--- src/rtl/cfifo_pkg.sv ---
// ----------------------------------------------------------------------------
// cfifo_pkg
// Shared definitions for the cfifo family of circular FIFOs.
//   cfifo_depth()    : number of words for a given address width
//   cfifo_ptr_w()    : width of a wrap-bit pointer (address bits + wrap bit)
//   cfifo_status_t   : status flag bundle, ordered
//                      {overflow, underflow, almost_full, almost_empty, full, empty}
// ----------------------------------------------------------------------------
package cfifo_pkg;

  function automatic int cfifo_depth(input int addr_width);
    return 1 << addr_width;
  endfunction

  function automatic int cfifo_ptr_w(input int addr_width);
    return addr_width + 1;
  endfunction

  typedef struct packed {
    logic overflow;
    logic underflow;
    logic almost_full;
    logic almost_empty;
    logic full;
    logic empty;
  } cfifo_status_t;

endpackage

--- src/rtl/cfifo_ptr.sv ---
// ----------------------------------------------------------------------------
// cfifo_ptr
// Wrap-bit binary pointer for a circular FIFO. The MSB is the wrap bit, the
// low ADDR_WIDTH bits address the storage array. Counts modulo
// 2**(ADDR_WIDTH+1).
// Ports:
//   clk     in   clock, rising edge
//   reset_n in   asynchronous active-low reset (pointer -> 0)
//   flush   in   synchronous clear (pointer -> 0), overrides inc
//   inc     in   advance pointer by one
//   ptr     out  current pointer value, ADDR_WIDTH+1 bits
// ----------------------------------------------------------------------------
module cfifo_ptr
  import cfifo_pkg::*;
#(
  parameter int ADDR_WIDTH = 5
) (
  input  logic                               clk,
  input  logic                               reset_n,
  input  logic                               flush,
  input  logic                               inc,
  output logic [cfifo_ptr_w(ADDR_WIDTH)-1:0] ptr
);

  localparam int PTR_W = cfifo_ptr_w(ADDR_WIDTH);

  logic [PTR_W-1:0] ptr_q;
  logic [PTR_W-1:0] ptr_d;

  always_comb begin
    ptr_d = ptr_q;
    if (flush) begin
      ptr_d = '0;
    end else if (inc) begin
      ptr_d = ptr_q + PTR_W'(1);
    end
  end

  always_ff @(posedge clk or negedge reset_n) begin
    if (!reset_n) begin
      ptr_q <= '0;
    end else begin
      ptr_q <= ptr_d;
    end
  end

  assign ptr = ptr_q;

endmodule

--- src/rtl/cfifo_sync_param.sv ---
// ----------------------------------------------------------------------------
// cfifo_sync_param
// Parametrised single-clock circular FIFO with occupancy count, almost
// thresholds, sticky overflow/underflow flags and synchronous flush.
//
// Build option: define CFIFO_FWFT_EN for first-word-fall-through output
// (head word presented combinationally, rd_valid = !EMPTY). Without it the
// read path is registered: data_out updates one cycle after an accepted read
// and holds otherwise, rd_valid pulses for that one cycle.
//
// Ports:
//   clk          in   clock, rising edge
//   reset_n      in   asynchronous active-low reset
//   flush        in   synchronous clear of pointers and rd_valid
//   w_en         in   write request
//   data_in      in   write data [DATA_WIDTH]
//   r_en         in   read (pop) request
//   data_out     out  read data [DATA_WIDTH]
//   rd_valid     out  data_out carries a popped / presented word
//   FULL         out  count == DEPTH
//   EMPTY        out  count == 0
//   almost_full  out  count >= AF_THRESH
//   almost_empty out  count <= AE_THRESH
//   count        out  occupancy 0..DEPTH [ADDR_WIDTH+1]
//   overflow     out  sticky, write attempted while FULL
//   underflow    out  sticky, read attempted while EMPTY
//   clr_err      in   synchronous clear of overflow/underflow
// ----------------------------------------------------------------------------
module cfifo_sync_param
  import cfifo_pkg::*;
#(
  parameter int DATA_WIDTH = 8,
  parameter int ADDR_WIDTH = 5,
  parameter int AF_THRESH  = 28,
  parameter int AE_THRESH  = 4
) (
  input  logic                  clk,
  input  logic                  reset_n,
  input  logic                  flush,
  input  logic                  w_en,
  input  logic [DATA_WIDTH-1:0] data_in,
  input  logic                  r_en,
  output logic [DATA_WIDTH-1:0] data_out,
  output logic                  rd_valid,
  output logic                  FULL,
  output logic                  EMPTY,
  output logic                  almost_full,
  output logic                  almost_empty,
  output logic [ADDR_WIDTH:0]   count,
  output logic                  overflow,
  output logic                  underflow,
  input  logic                  clr_err
);

  localparam int DEPTH = cfifo_depth(ADDR_WIDTH);
  localparam int PTR_W = cfifo_ptr_w(ADDR_WIDTH);
  localparam logic [PTR_W-1:0] AF_T = PTR_W'(AF_THRESH);
  localparam logic [PTR_W-1:0] AE_T = PTR_W'(AE_THRESH);

  logic [DATA_WIDTH-1:0] mem [DEPTH];

  logic [PTR_W-1:0]      w_ptr;
  logic [PTR_W-1:0]      r_ptr;
  logic [ADDR_WIDTH-1:0] w_idx;
  logic [ADDR_WIDTH-1:0] r_idx;
  logic [PTR_W-1:0]      count_w;
  logic                  full_w;
  logic                  empty_w;
  logic                  wr_acc;
  logic                  rd_acc;
  cfifo_status_t         status;

  logic overflow_q;
  logic overflow_d;
  logic underflow_q;
  logic underflow_d;

  assign w_idx   = w_ptr[ADDR_WIDTH-1:0];
  assign r_idx   = r_ptr[ADDR_WIDTH-1:0];
  assign empty_w = (w_ptr == r_ptr);
  // Same slot but opposite laps: the writer is exactly one lap ahead.
  assign full_w  = (w_idx == r_idx) && (w_ptr[ADDR_WIDTH] != r_ptr[ADDR_WIDTH]);
  assign count_w = w_ptr - r_ptr;

  // flush drops both requests for the cycle.
  assign wr_acc = w_en && !full_w  && !flush;
  assign rd_acc = r_en && !empty_w && !flush;

  cfifo_ptr #(.ADDR_WIDTH(ADDR_WIDTH)) u_w_ptr (
    .clk     (clk),
    .reset_n (reset_n),
    .flush   (flush),
    .inc     (wr_acc),
    .ptr     (w_ptr)
  );

  cfifo_ptr #(.ADDR_WIDTH(ADDR_WIDTH)) u_r_ptr (
    .clk     (clk),
    .reset_n (reset_n),
    .flush   (flush),
    .inc     (rd_acc),
    .ptr     (r_ptr)
  );

  // Storage is never reset so it maps onto plain RAM.
  always_ff @(posedge clk) begin
    if (wr_acc) begin
      mem[w_idx] <= data_in;
    end
  end

  // Sticky errors: a new error in the same cycle as clr_err wins. A flush
  // cycle leaves the flags untouched.
  always_comb begin
    overflow_d  = overflow_q;
    underflow_d = underflow_q;
    if (!flush) begin
      if (clr_err) begin
        overflow_d  = 1'b0;
        underflow_d = 1'b0;
      end
      if (w_en && full_w) begin
        overflow_d = 1'b1;
      end
      if (r_en && empty_w) begin
        underflow_d = 1'b1;
      end
    end
  end

  always_ff @(posedge clk or negedge reset_n) begin
    if (!reset_n) begin
      overflow_q  <= 1'b0;
      underflow_q <= 1'b0;
    end else begin
      overflow_q  <= overflow_d;
      underflow_q <= underflow_d;
    end
  end

`ifdef CFIFO_FWFT_EN
  // Head word is always presented; when empty it is a stale memory word.
  assign data_out = mem[r_idx];
  assign rd_valid = !empty_w;
`else
  logic [DATA_WIDTH-1:0] data_out_q;
  logic [DATA_WIDTH-1:0] data_out_d;
  logic                  rd_valid_q;
  logic                  rd_valid_d;

  always_comb begin
    data_out_d = data_out_q;
    rd_valid_d = rd_acc;
    if (rd_acc) begin
      data_out_d = mem[r_idx];
    end
  end

  always_ff @(posedge clk or negedge reset_n) begin
    if (!reset_n) begin
      data_out_q <= '0;
      rd_valid_q <= 1'b0;
    end else begin
      data_out_q <= data_out_d;
      rd_valid_q <= rd_valid_d;
    end
  end

  assign data_out = data_out_q;
  assign rd_valid = rd_valid_q;
`endif

  always_comb begin
    status              = '0;
    status.overflow     = overflow_q;
    status.underflow    = underflow_q;
    status.almost_full  = (count_w >= AF_T);
    status.almost_empty = (count_w <= AE_T);
    status.full         = full_w;
    status.empty        = empty_w;
  end

  assign overflow     = status.overflow;
  assign underflow    = status.underflow;
  assign almost_full  = status.almost_full;
  assign almost_empty = status.almost_empty;
  assign FULL         = status.full;
  assign EMPTY        = status.empty;
  assign count        = count_w;

endmodule
--- config.mk ---
export PLATFORM = sky130hd
export DESIGN_NAME = cfifo_sync_param
export DESIGN_NICKNAME = d
export VERILOG_FILES = /design/src/rtl/cfifo_pkg.sv /design/src/rtl/cfifo_ptr.sv /design/src/rtl/cfifo_sync_param.sv
export SDC_FILE = /design/constraint.sdc
export NUM_CORES = 1
export LEC_CHECK = 0
export BUFFER_PORTS_ARGS = -buffer_cell sky130_fd_sc_hd__buf_2
export CORE_MARGIN = 5
export CORE_UTILIZATION = 58
export DETAILED_ROUTE_END_ITERATION = 10
export GPL_TIMING_DRIVEN = 0
export PLACE_DENSITY = 0.75
export RECOVER_POWER = 100
export SLEW_MARGIN = 20
export SYNTH_ARGS = -nofsm -noshare
export SYNTH_HDL_FRONTEND = slang
export SYNTH_HIERARCHICAL = 1
export SYNTH_SLANG_ARGS = --single-unit
--- constraint.sdc ---
create_clock -name clk -period 6.8 [get_ports clk]
set_clock_uncertainty 0.05 [all_clocks]
set_input_delay 0.34 -clock clk [delete_from_list [all_inputs] [get_ports clk]]
set_output_delay 0.34 -clock clk [all_outputs]
set_load 0.02 [all_outputs]
==> flow_metrics.env, run 1 <==
export IMPL_area_sequential_mm2=0.00826
export IMPL_hold_path_class="in -> reg"
export IMPL_design_final_nets=695
export IMPL_synthesis_yosys_warnings=6
export IMPL_all_layer_global_routing_usage_pct=24.4
export IMPL_grt_util_met3_pct=4.24
export IMPL_globalRoute_busiestLayer="met2"
export IMPL_post_route_min_period_ns=5.30
export IMPL_grt_first_pass_wirelength_um=39700
export IMPL_post_synth_cell_area_avg_um2=18.8
export IMPL_synth_top_area_share_pct=67.2
export IMPL_via_count_of_the_first_global_routing_pass=6240
export IMPL_crit_type="reg -> reg"
export IMPL_die_area_mm2=0.0226
export IMPL_syn_instance_count=608
export IMPL_grt_antenna_before_repair=0
export IMPL_synthTopCellsByArea="sky130_fd_sc_hd__edfxtp_1 (67%), sky130_fd_sc_hd__mux4_1 (6.9%), sky130_fd_sc_hd__mux4_2 (5.5%)"
export IMPL_finalHoldWorstSlack_ns=0.0289
export IMPL_finalWorstSetupSlack_ns=1.50
export IMPL_min_period_over_period_pct=78.0
export IMPL_maxSlewViolCount=99
export IMPL_share_comb_of_total_power_pct=6.1
export IMPL_grt_remaining_overflow=0
export IMPL_diodes=0
export IMPL_maxCapViolCount=3
export IMPL_setup_violations_final=0
export IMPL_tritoncts_num_sinks=279
export IMPL_cp_arrival_ns=5.41
export IMPL_multiInputGateArea_mm2=0.00286
export IMPL_dp_slack_ns=2.53
export IMPL_cp_max_fanout=10
export IMPL_status="finished, violations left"
export IMPL_post_cts_resized=0
export IMPL_detailedRoute_firstIterationViolations=686
export IMPL_power_density_cell_area_mw_per_mm2=290
export IMPL_worst_skew_pair_late_latency_ns=0.54
export IMPL_drt_total_wl_um=26700
export IMPL_fillCellCount=1252
export IMPL_synth_most_common_cell="sky130_fd_sc_hd__edfxtp_1"
export IMPL_area_growth_syn_to_layout_pct=12.3
export IMPL_vias_per_cell=6.50
export IMPL_synth_ff_latch_count=279
export IMPL_rsz0062_at_grt="false"
export IMPL_share_seq_of_total_power_pct=51.6
export IMPL_cts_post_setup_buffers_inserted=0
export IMPL_synth_seq_area_share_pct=72.2
export IMPL_htreeDepth=1
export IMPL_place_detailed_hpwl_um=16800
export IMPL_globalplace_congestion=0.943
export IMPL_standby_leakage_power_nw=4.17
export IMPL_design_area_mm2=0.0129
export IMPL_clk_tree_root_cell="sky130_fd_sc_hd__clkbuf_16"
export IMPL_placed_area_mm2=0.0119
export IMPL_routed_via_count=6241
export IMPL_global_route_usage_met1_pct=34.5
export IMPL_violations_in_the_final_reports="capacitance limit, slew limit"
export IMPL_tritoncts_num_buffers=28
export IMPL_fin_setup_tns_ns=0
export IMPL_firstDrtPassIters=7
export IMPL_max_clock_freq_mhz=189
export IMPL_swShare_pct=21.7
export IMPL_setup_crit_end_kind="register"
export IMPL_synth_top_flop_cell="sky130_fd_sc_hd__edfxtp_1"
export IMPL_timing_worst_slew_pin_value_ns=1.71
export IMPL_placement_rows=51
export IMPL_power_net_switching_uw=808
export IMPL_floorplan_core_area_mm2=0.0195
export IMPL_grt_max_degree=33
export IMPL_post_synth_edffs=256
export IMPL_wl_per_cell_um=27.9
export IMPL_max_root_sink_buffers=3
export IMPL_critPathRequiredTime_ns=6.91
export IMPL_ys_top_cells_by_count="sky130_fd_sc_hd__edfxtp_1 (256), sky130_fd_sc_hd__nor2_1 (59), sky130_fd_sc_hd__mux4_1 (30), sky130_fd_sc_hd__nand2_1 (30), sky130_fd_sc_hd__mux4_2 (28)"
export IMPL_vdd_drop_max_uv=188
export IMPL_io_pins=35
export IMPL_postSynth_asyncResetShare_pct=8.24
export IMPL_synth_cell_type_count=57
export IMPL_drtAntennaViolNets=0
export IMPL_report_final_hold_viol_count=0
export IMPL_slew_limit_headroom_pct=-13.8
export IMPL_overall_die_height_um=150
export IMPL_io_buffers=34
export IMPL_drc=0
export IMPL_yosys_area_top_type="sky130_fd_sc_hd__edfxtp_1"
export IMPL_internal_power_mw=2.92
export IMPL_cts_reportedPaths_clkPinSlew_ns=0.06
export IMPL_layout_drive_gt1_share_pct=15.8
export IMPL_clkPwrFrac_pct=42.3
export IMPL_setup_worst_path_start_class="register"
export IMPL_use_met2_pct=39.1
export IMPL_die_w_um=150
export IMPL_synth_fp_nets=630
export IMPL_mappedNetlistArea_mm2=0.0114
export IMPL_initial_core_util_pct=58.8
export IMPL_tritoncts="done"
-- flip-flops by register name (all words and copies together) (netlist names) --
signal,cells
u_r_ptr/ptr,6
u_w_ptr/ptr,6
mem,256
data_out,8
rd_valid,1
overflow,1
underflow,1
-- worst paths after layout --
kind,start,endpoint,slack (ns),depth (start not counted)
worst max-delay path,u_r_ptr/ptr[2]$_DFFE_PN0P_,mem[18][7]$_DFFE_PP_,1.50,10
worst min-delay path,r_en,underflow$_DFFE_PN0P_,0.03,3
worst max register to register,u_r_ptr/ptr[2]$_DFFE_PN0P_,mem[18][7]$_DFFE_PP_,1.50,10
worst min register to register,underflow$_DFFE_PN0P_,underflow$_DFFE_PN0P_,0.44,2
max in group asynchronous,reset_n,u_r_ptr/ptr[1]$_DFFE_PN0P_,5.24,2
min in group asynchronous,reset_n,overflow$_DFFE_PN0P_,0.62,2
-- final cells by class --
class	instances	share of cell area [%]
buffer	24	1.94
inverter	13	0.380
tap	265	2.58
multi-input combinational	292	22.2
sequential	279	64.3
clock inverter	16	1.29
clock buffer	36	6.16
timing repair buffer	35	1.12
-- per-layer routing --
metal,up-vias,wire [um]
li1,2601,-
met1,3196,10400
met2,386,12900
met3,58,2540
met4,0,894
met5,-,0
-- logic make-up after synthesis --
family                   count (synthesis)  share of synthesized area, %
multiplexers                            76                          14.0
AO/OA/AOI/OAI                           55                          3.43
XOR/XNOR                                11                         0.842
adder cells (fa/ha/maj)                  8                         0.940
flip-flops                             279                          72.2
buffers and inverters                   37                          2.69
AND/OR/NAND/NOR                        142                          5.87
-- power groups by stage --
stage	Sequential, mW	Clock, mW	Combinational [mW]
after floorplan	1.98	0	0.112
after CTS	1.92	1.59	0.237
after global routing	1.92	1.67	0.245
after detailed placement	1.96	0	0.236
final	1.92	1.58	0.228
after global placement	1.96	0	0.230
-- stage by stage --
stage / power, mW / util [%] / cells
after CTS: 3.74 / 66.3 / 960
after detailed placement: 2.19 / 61.4 / 907
after floorplan: 2.09 / - / 608
final: 3.73 / 66.0 / 960
after global routing: 3.83 / 66.0 / 960
after global placement: 2.18 / 61.4 / 907
-- critical path: stages, from the launching register on --
cell and delay [ns]:
sky130_fd_sc_hd__dfrtp_1 0.43, sky130_fd_sc_hd__clkbuf_8 0.20, sky130_fd_sc_hd__inv_1 0.27, sky130_fd_sc_hd__clkbuf_1 0.64, sky130_fd_sc_hd__ha_1 0.41, sky130_fd_sc_hd__and3_1 0.19
sky130_fd_sc_hd__nand3_1 0.09, sky130_fd_sc_hd__nor2b_1 0.08, sky130_fd_sc_hd__nor3b_1 0.92, sky130_fd_sc_hd__nand3_1 0.68, sky130_fd_sc_hd__nor2_1 0.96
-- cells in the final DEF (no fill, tap or decap), types with 6 or more instances in the layout --
master,instances
sky130_fd_sc_hd__clkbuf_8,9
sky130_fd_sc_hd__nor2_1,59
sky130_fd_sc_hd__a21oi_1,8
sky130_fd_sc_hd__ha_1,7
sky130_fd_sc_hd__clkbuf_16,29
sky130_fd_sc_hd__nor3_1,6
sky130_fd_sc_hd__mux4_1,30
sky130_fd_sc_hd__inv_1,12
sky130_fd_sc_hd__o22ai_1,8
sky130_fd_sc_hd__a31oi_1,6
sky130_fd_sc_hd__buf_2,10
sky130_fd_sc_hd__dfrtp_1,23
sky130_fd_sc_hd__o21ai_0,9
sky130_fd_sc_hd__xor2_1,7
sky130_fd_sc_hd__clkbuf_1,37
sky130_fd_sc_hd__nand3_1,21
sky130_fd_sc_hd__mux4_2,28
sky130_fd_sc_hd__nand2_1,30
sky130_fd_sc_hd__mux2i_1,16
sky130_fd_sc_hd__edfxtp_1,256
-- repair_timing --
item                                    4_1_cts  5_1_grt
hold buffers                                  1        0
endpoints found under the hold margin        23        0
endpoints found under the setup margin        0        0
(Power assumes the default switching activity.)
==> run 2: changes to the inputs <==
--- a/config.mk
+++ b/config.mk
@@ -5,12 +5,13 @@
 export SDC_FILE = /design/constraint.sdc
 export NUM_CORES = 1
 export LEC_CHECK = 0
+export ABC_AREA = 1
 export BUFFER_PORTS_ARGS = -buffer_cell sky130_fd_sc_hd__buf_2
 export CORE_MARGIN = 5
-export CORE_UTILIZATION = 58
+export CORE_UTILIZATION = 56
 export DETAILED_ROUTE_END_ITERATION = 10
 export GPL_TIMING_DRIVEN = 0
-export PLACE_DENSITY = 0.75
+export PLACE_DENSITY = 0.76
 export RECOVER_POWER = 100
 export SLEW_MARGIN = 20
 export SYNTH_ARGS = -nofsm -noshare
==> constraint.sdc (replaced) <==
create_clock -name clk -period 4.73 [get_ports clk]
set_clock_uncertainty 0.05 [all_clocks]
set_input_delay 0.2365 -clock clk [delete_from_list [all_inputs] [get_ports clk]]
set_output_delay 0.2365 -clock clk [all_outputs]
set_load 0.02 [all_outputs]
==> flow_metrics.env, run 2 <==
export IMPL_largest_register="mem"
export IMPL_violations_in_the_final_reports="capacitance limit, slew limit"
export IMPL_vdd_drop_max_uv=439
export IMPL_critPathRequiredTime_ns=5.10
export IMPL_detailedRoute_firstIterationViolations=1192
export IMPL_grt_first_pass_wirelength_um=49900
export IMPL_post_cts_resized=0
export IMPL_area_growth_syn_to_layout_pct=11.5
export IMPL_grt_remaining_overflow=0
export IMPL_tritoncts_num_sinks=279
export IMPL_worst_skew_pair_late_latency_ns=0.54
export IMPL_yosys_area_top_type="sky130_fd_sc_hd__edfxtp_1"
export IMPL_postSynth_asyncResetShare_pct=8.24
export IMPL_worstHoldPathCells=4
export IMPL_rsz0062_at_grt="false"
export IMPL_cts_reportedPaths_clkPinSlew_ns=0.06
export IMPL_via_count_of_the_first_global_routing_pass=8738
export IMPL_hold_path_class="in -> reg"
export IMPL_cts_hold_fix_buffers=4
export IMPL_multiInputGateArea_mm2=0.00320
export IMPL_firstDrtPassIters=7
export IMPL_fillCellCount=1696
export IMPL_grt_antenna_before_repair=0
export IMPL_design_final_nets=1272
export IMPL_io_pins=35
export IMPL_cp_max_fanout=14
export IMPL_all_layer_global_routing_usage_pct=27.1
export IMPL_synth_seq_area_share_pct=67.6
export IMPL_grt_max_degree=33
export IMPL_layout_drive_gt1_share_pct=7.94
export IMPL_diodes=0
export IMPL_syn_instance_count=1182
export IMPL_setup_worst_path_start_class="register"
export IMPL_post_synth_cell_area_avg_um2=10.3
export IMPL_max_root_sink_buffers=3
export IMPL_mostFrequentLayoutCells="sky130_fd_sc_hd__nand2_1 (446), sky130_fd_sc_hd__edfxtp_1 (256), sky130_fd_sc_hd__nand3_1 (184), sky130_fd_sc_hd__inv_1 (102), sky130_fd_sc_hd__nor2_1 (55)"
export IMPL_largest_register_ff_count=256
export IMPL_layout_commonest_cell="sky130_fd_sc_hd__nand2_1"
export IMPL_synth_cell_type_count=31
export IMPL_cts_post_setup_buffers_inserted=0
export IMPL_die_w_um=158
export IMPL_synth_fp_nets=1204
export IMPL_synth_ff_latch_count=279
export IMPL_overall_die_height_um=158
export IMPL_swShare_pct=23.0
export IMPL_internal_power_mw=4.11
export IMPL_tritoncts_num_buffers=28
export IMPL_place_detailed_hpwl_um=21700
export IMPL_cp_arrival_ns=4.77
export IMPL_initial_core_util_pct=56.3
export IMPL_htreeDepth=1
export IMPL_power_net_switching_mw=1.23
export IMPL_synthTopCellsByArea="sky130_fd_sc_hd__edfxtp_1 (63%), sky130_fd_sc_hd__nand2_1 (14%), sky130_fd_sc_hd__nand3_1 (7.5%)"
export IMPL_crit_type="reg -> reg"
export IMPL_vias_per_cell=5.71
export IMPL_mappedNetlistArea_mm2=0.0122
export IMPL_area_sequential_mm2=0.00826
export IMPL_worstRegToRegCells=12
export IMPL_clk_tree_root_cell="sky130_fd_sc_hd__clkbuf_16"
export IMPL_status="finished, violations left"
export IMPL_io_buffers=34
export IMPL_report_final_hold_viol_count=0
export IMPL_synth_top_flop_cell="sky130_fd_sc_hd__edfxtp_1"
export IMPL_floorplan_core_area_mm2=0.0217
export IMPL_finalHoldWorstSlack_ns=0.0328
export IMPL_setup_violations_final=0
export IMPL_share_seq_of_total_power_pct=51.6
export IMPL_max_clock_freq_mhz=227
export IMPL_standby_leakage_power_nw=5.57
export IMPL_maxCapViolCount=9
export IMPL_post_synth_edffs=256
export IMPL_globalplace_congestion=0.978
export IMPL_drc=0
export IMPL_slew_limit_headroom_pct=-36.0
export IMPL_drt_total_wl_um=33800
export IMPL_ys_top_cells_by_count="sky130_fd_sc_hd__nand2_1 (446), sky130_fd_sc_hd__edfxtp_1 (256), sky130_fd_sc_hd__nand3_1 (183), sky130_fd_sc_hd__inv_1 (100), sky130_fd_sc_hd__nor2_1 (52)"
export IMPL_min_period_over_period_pct=93.1
export IMPL_setup_crit_end_kind="register"
export IMPL_routed_via_count=8867
export IMPL_final_core_util_pct=62.8
export IMPL_timing_worst_slew_pin_value_ns=2.02
export IMPL_share_comb_of_total_power_pct=7.6
export IMPL_power_density_cell_area_mw_per_mm2=392
export IMPL_maxSlewViolCount=279
export IMPL_fin_setup_tns_ns=0
export IMPL_wl_per_cell_um=21.8
export IMPL_drtAntennaViolNets=0
export IMPL_synth_top_area_share_pct=62.9
export IMPL_synth_most_common_cell="sky130_fd_sc_hd__nand2_1"
export IMPL_post_route_min_period_ns=4.41
export IMPL_die_area_mm2=0.0249
export IMPL_placement_rows=54
export IMPL_tritoncts="done"
export IMPL_clkPwrFrac_pct=40.9
export IMPL_synthesis_yosys_warnings=6
run 2: final timing paths:
| check | from | endpoint | slack (ns) |
|---|---|---|---|
| worst max-delay path | u_r_ptr/ptr[2]$_DFFE_PN0P_ | data_out[5]$_DFFE_PN0P_ | 0.32 |
| worst min-delay path | clr_err | overflow$_DFFE_PN0P_ | 0.03 |
| worst max register to register | u_r_ptr/ptr[2]$_DFFE_PN0P_ | data_out[5]$_DFFE_PN0P_ | 0.32 |
| worst min register to register | data_out[3]$_DFFE_PN0P_ | data_out[3]$_DFFE_PN0P_ | 0.43 |
| max in group asynchronous | reset_n | u_w_ptr/ptr[3]$_DFFE_PN0P_ | 3.42 |
| min in group asynchronous | reset_n | overflow$_DFFE_PN0P_ | 0.45 |
run 2: routing by layer:
metal | track usage [%] | share of wire (%) | wire, um | vias up
met5 | 0 | 0 | 0 | -
met4 | 12.0 | 5.3 | 1790 | 0
met3 | 6.40 | 12 | 4050 | 150
met2 | 42.8 | 46 | 15400 | 595
met1 | 36.3 | 37 | 12500 | 4067
li1 | - | - | - | 4055
run 2: power groups by stage:
stage / registers [mW] / logic (mW) / clock network (mW)
after global routing: 2.76 / 0.436 / 2.29
after global placement: 2.80 / 0.394 / 0
after floorplan: 2.84 / 0.192 / 0
final: 2.75 / 0.404 / 2.18
after detailed placement: 2.80 / 0.406 / 0
after CTS: 2.75 / 0.412 / 2.18
run 2: logic make-up (layout without fill, tap and decap cells):
logic type,after synthesis,after routing,synth area share [%]
and+or+nand+nor,699,699,24.0
DFF,279,279,67.6
buffers and inverters,165,255,5.98
AOI/OAI and AO/OA,26,26,1.17
adders and majority gates,8,8,0.880
xor gates and xnor gates,5,5,0.358
run 2: cell type report:
cell class	instances	share of cell area, %
inverter	112	3.10
timing repair buffer	38	1.29
multi-input combinational	738	23.5
tap	280	2.57
sequential	279	60.6
clock inverter	7	0.477
buffer	53	2.24
clock buffer	45	6.21
run 2: metrics by stage:
stage               power [mW]  area [um2]  instances  worst slack, ns
floorplan                 3.03       12200       1182             1.77
finish                    5.34       13600       1552            0.324
global route              5.48       13600       1552            0.129
detailed placement        3.21       12700       1496            0.598
global placement          3.19       12700       1496            0.772
CTS                       5.34       13700       1552            0.589
run 2: critical path: stages, from the launching register on:
cell and delay, ns:
sky130_fd_sc_hd__dfrtp_1 0.44, sky130_fd_sc_hd__clkbuf_1 0.25, sky130_fd_sc_hd__inv_1 0.26, sky130_fd_sc_hd__clkbuf_1 0.51, sky130_fd_sc_hd__ha_1 0.39, sky130_fd_sc_hd__nand2_1 0.09
sky130_fd_sc_hd__inv_1 0.06, sky130_fd_sc_hd__nand3_1 0.11, sky130_fd_sc_hd__nor2_1 0.09, sky130_fd_sc_hd__nor3_1 1.52, sky130_fd_sc_hd__inv_2 0.27, sky130_fd_sc_hd__nand2_1 0.16
sky130_fd_sc_hd__nand2_1 0.06
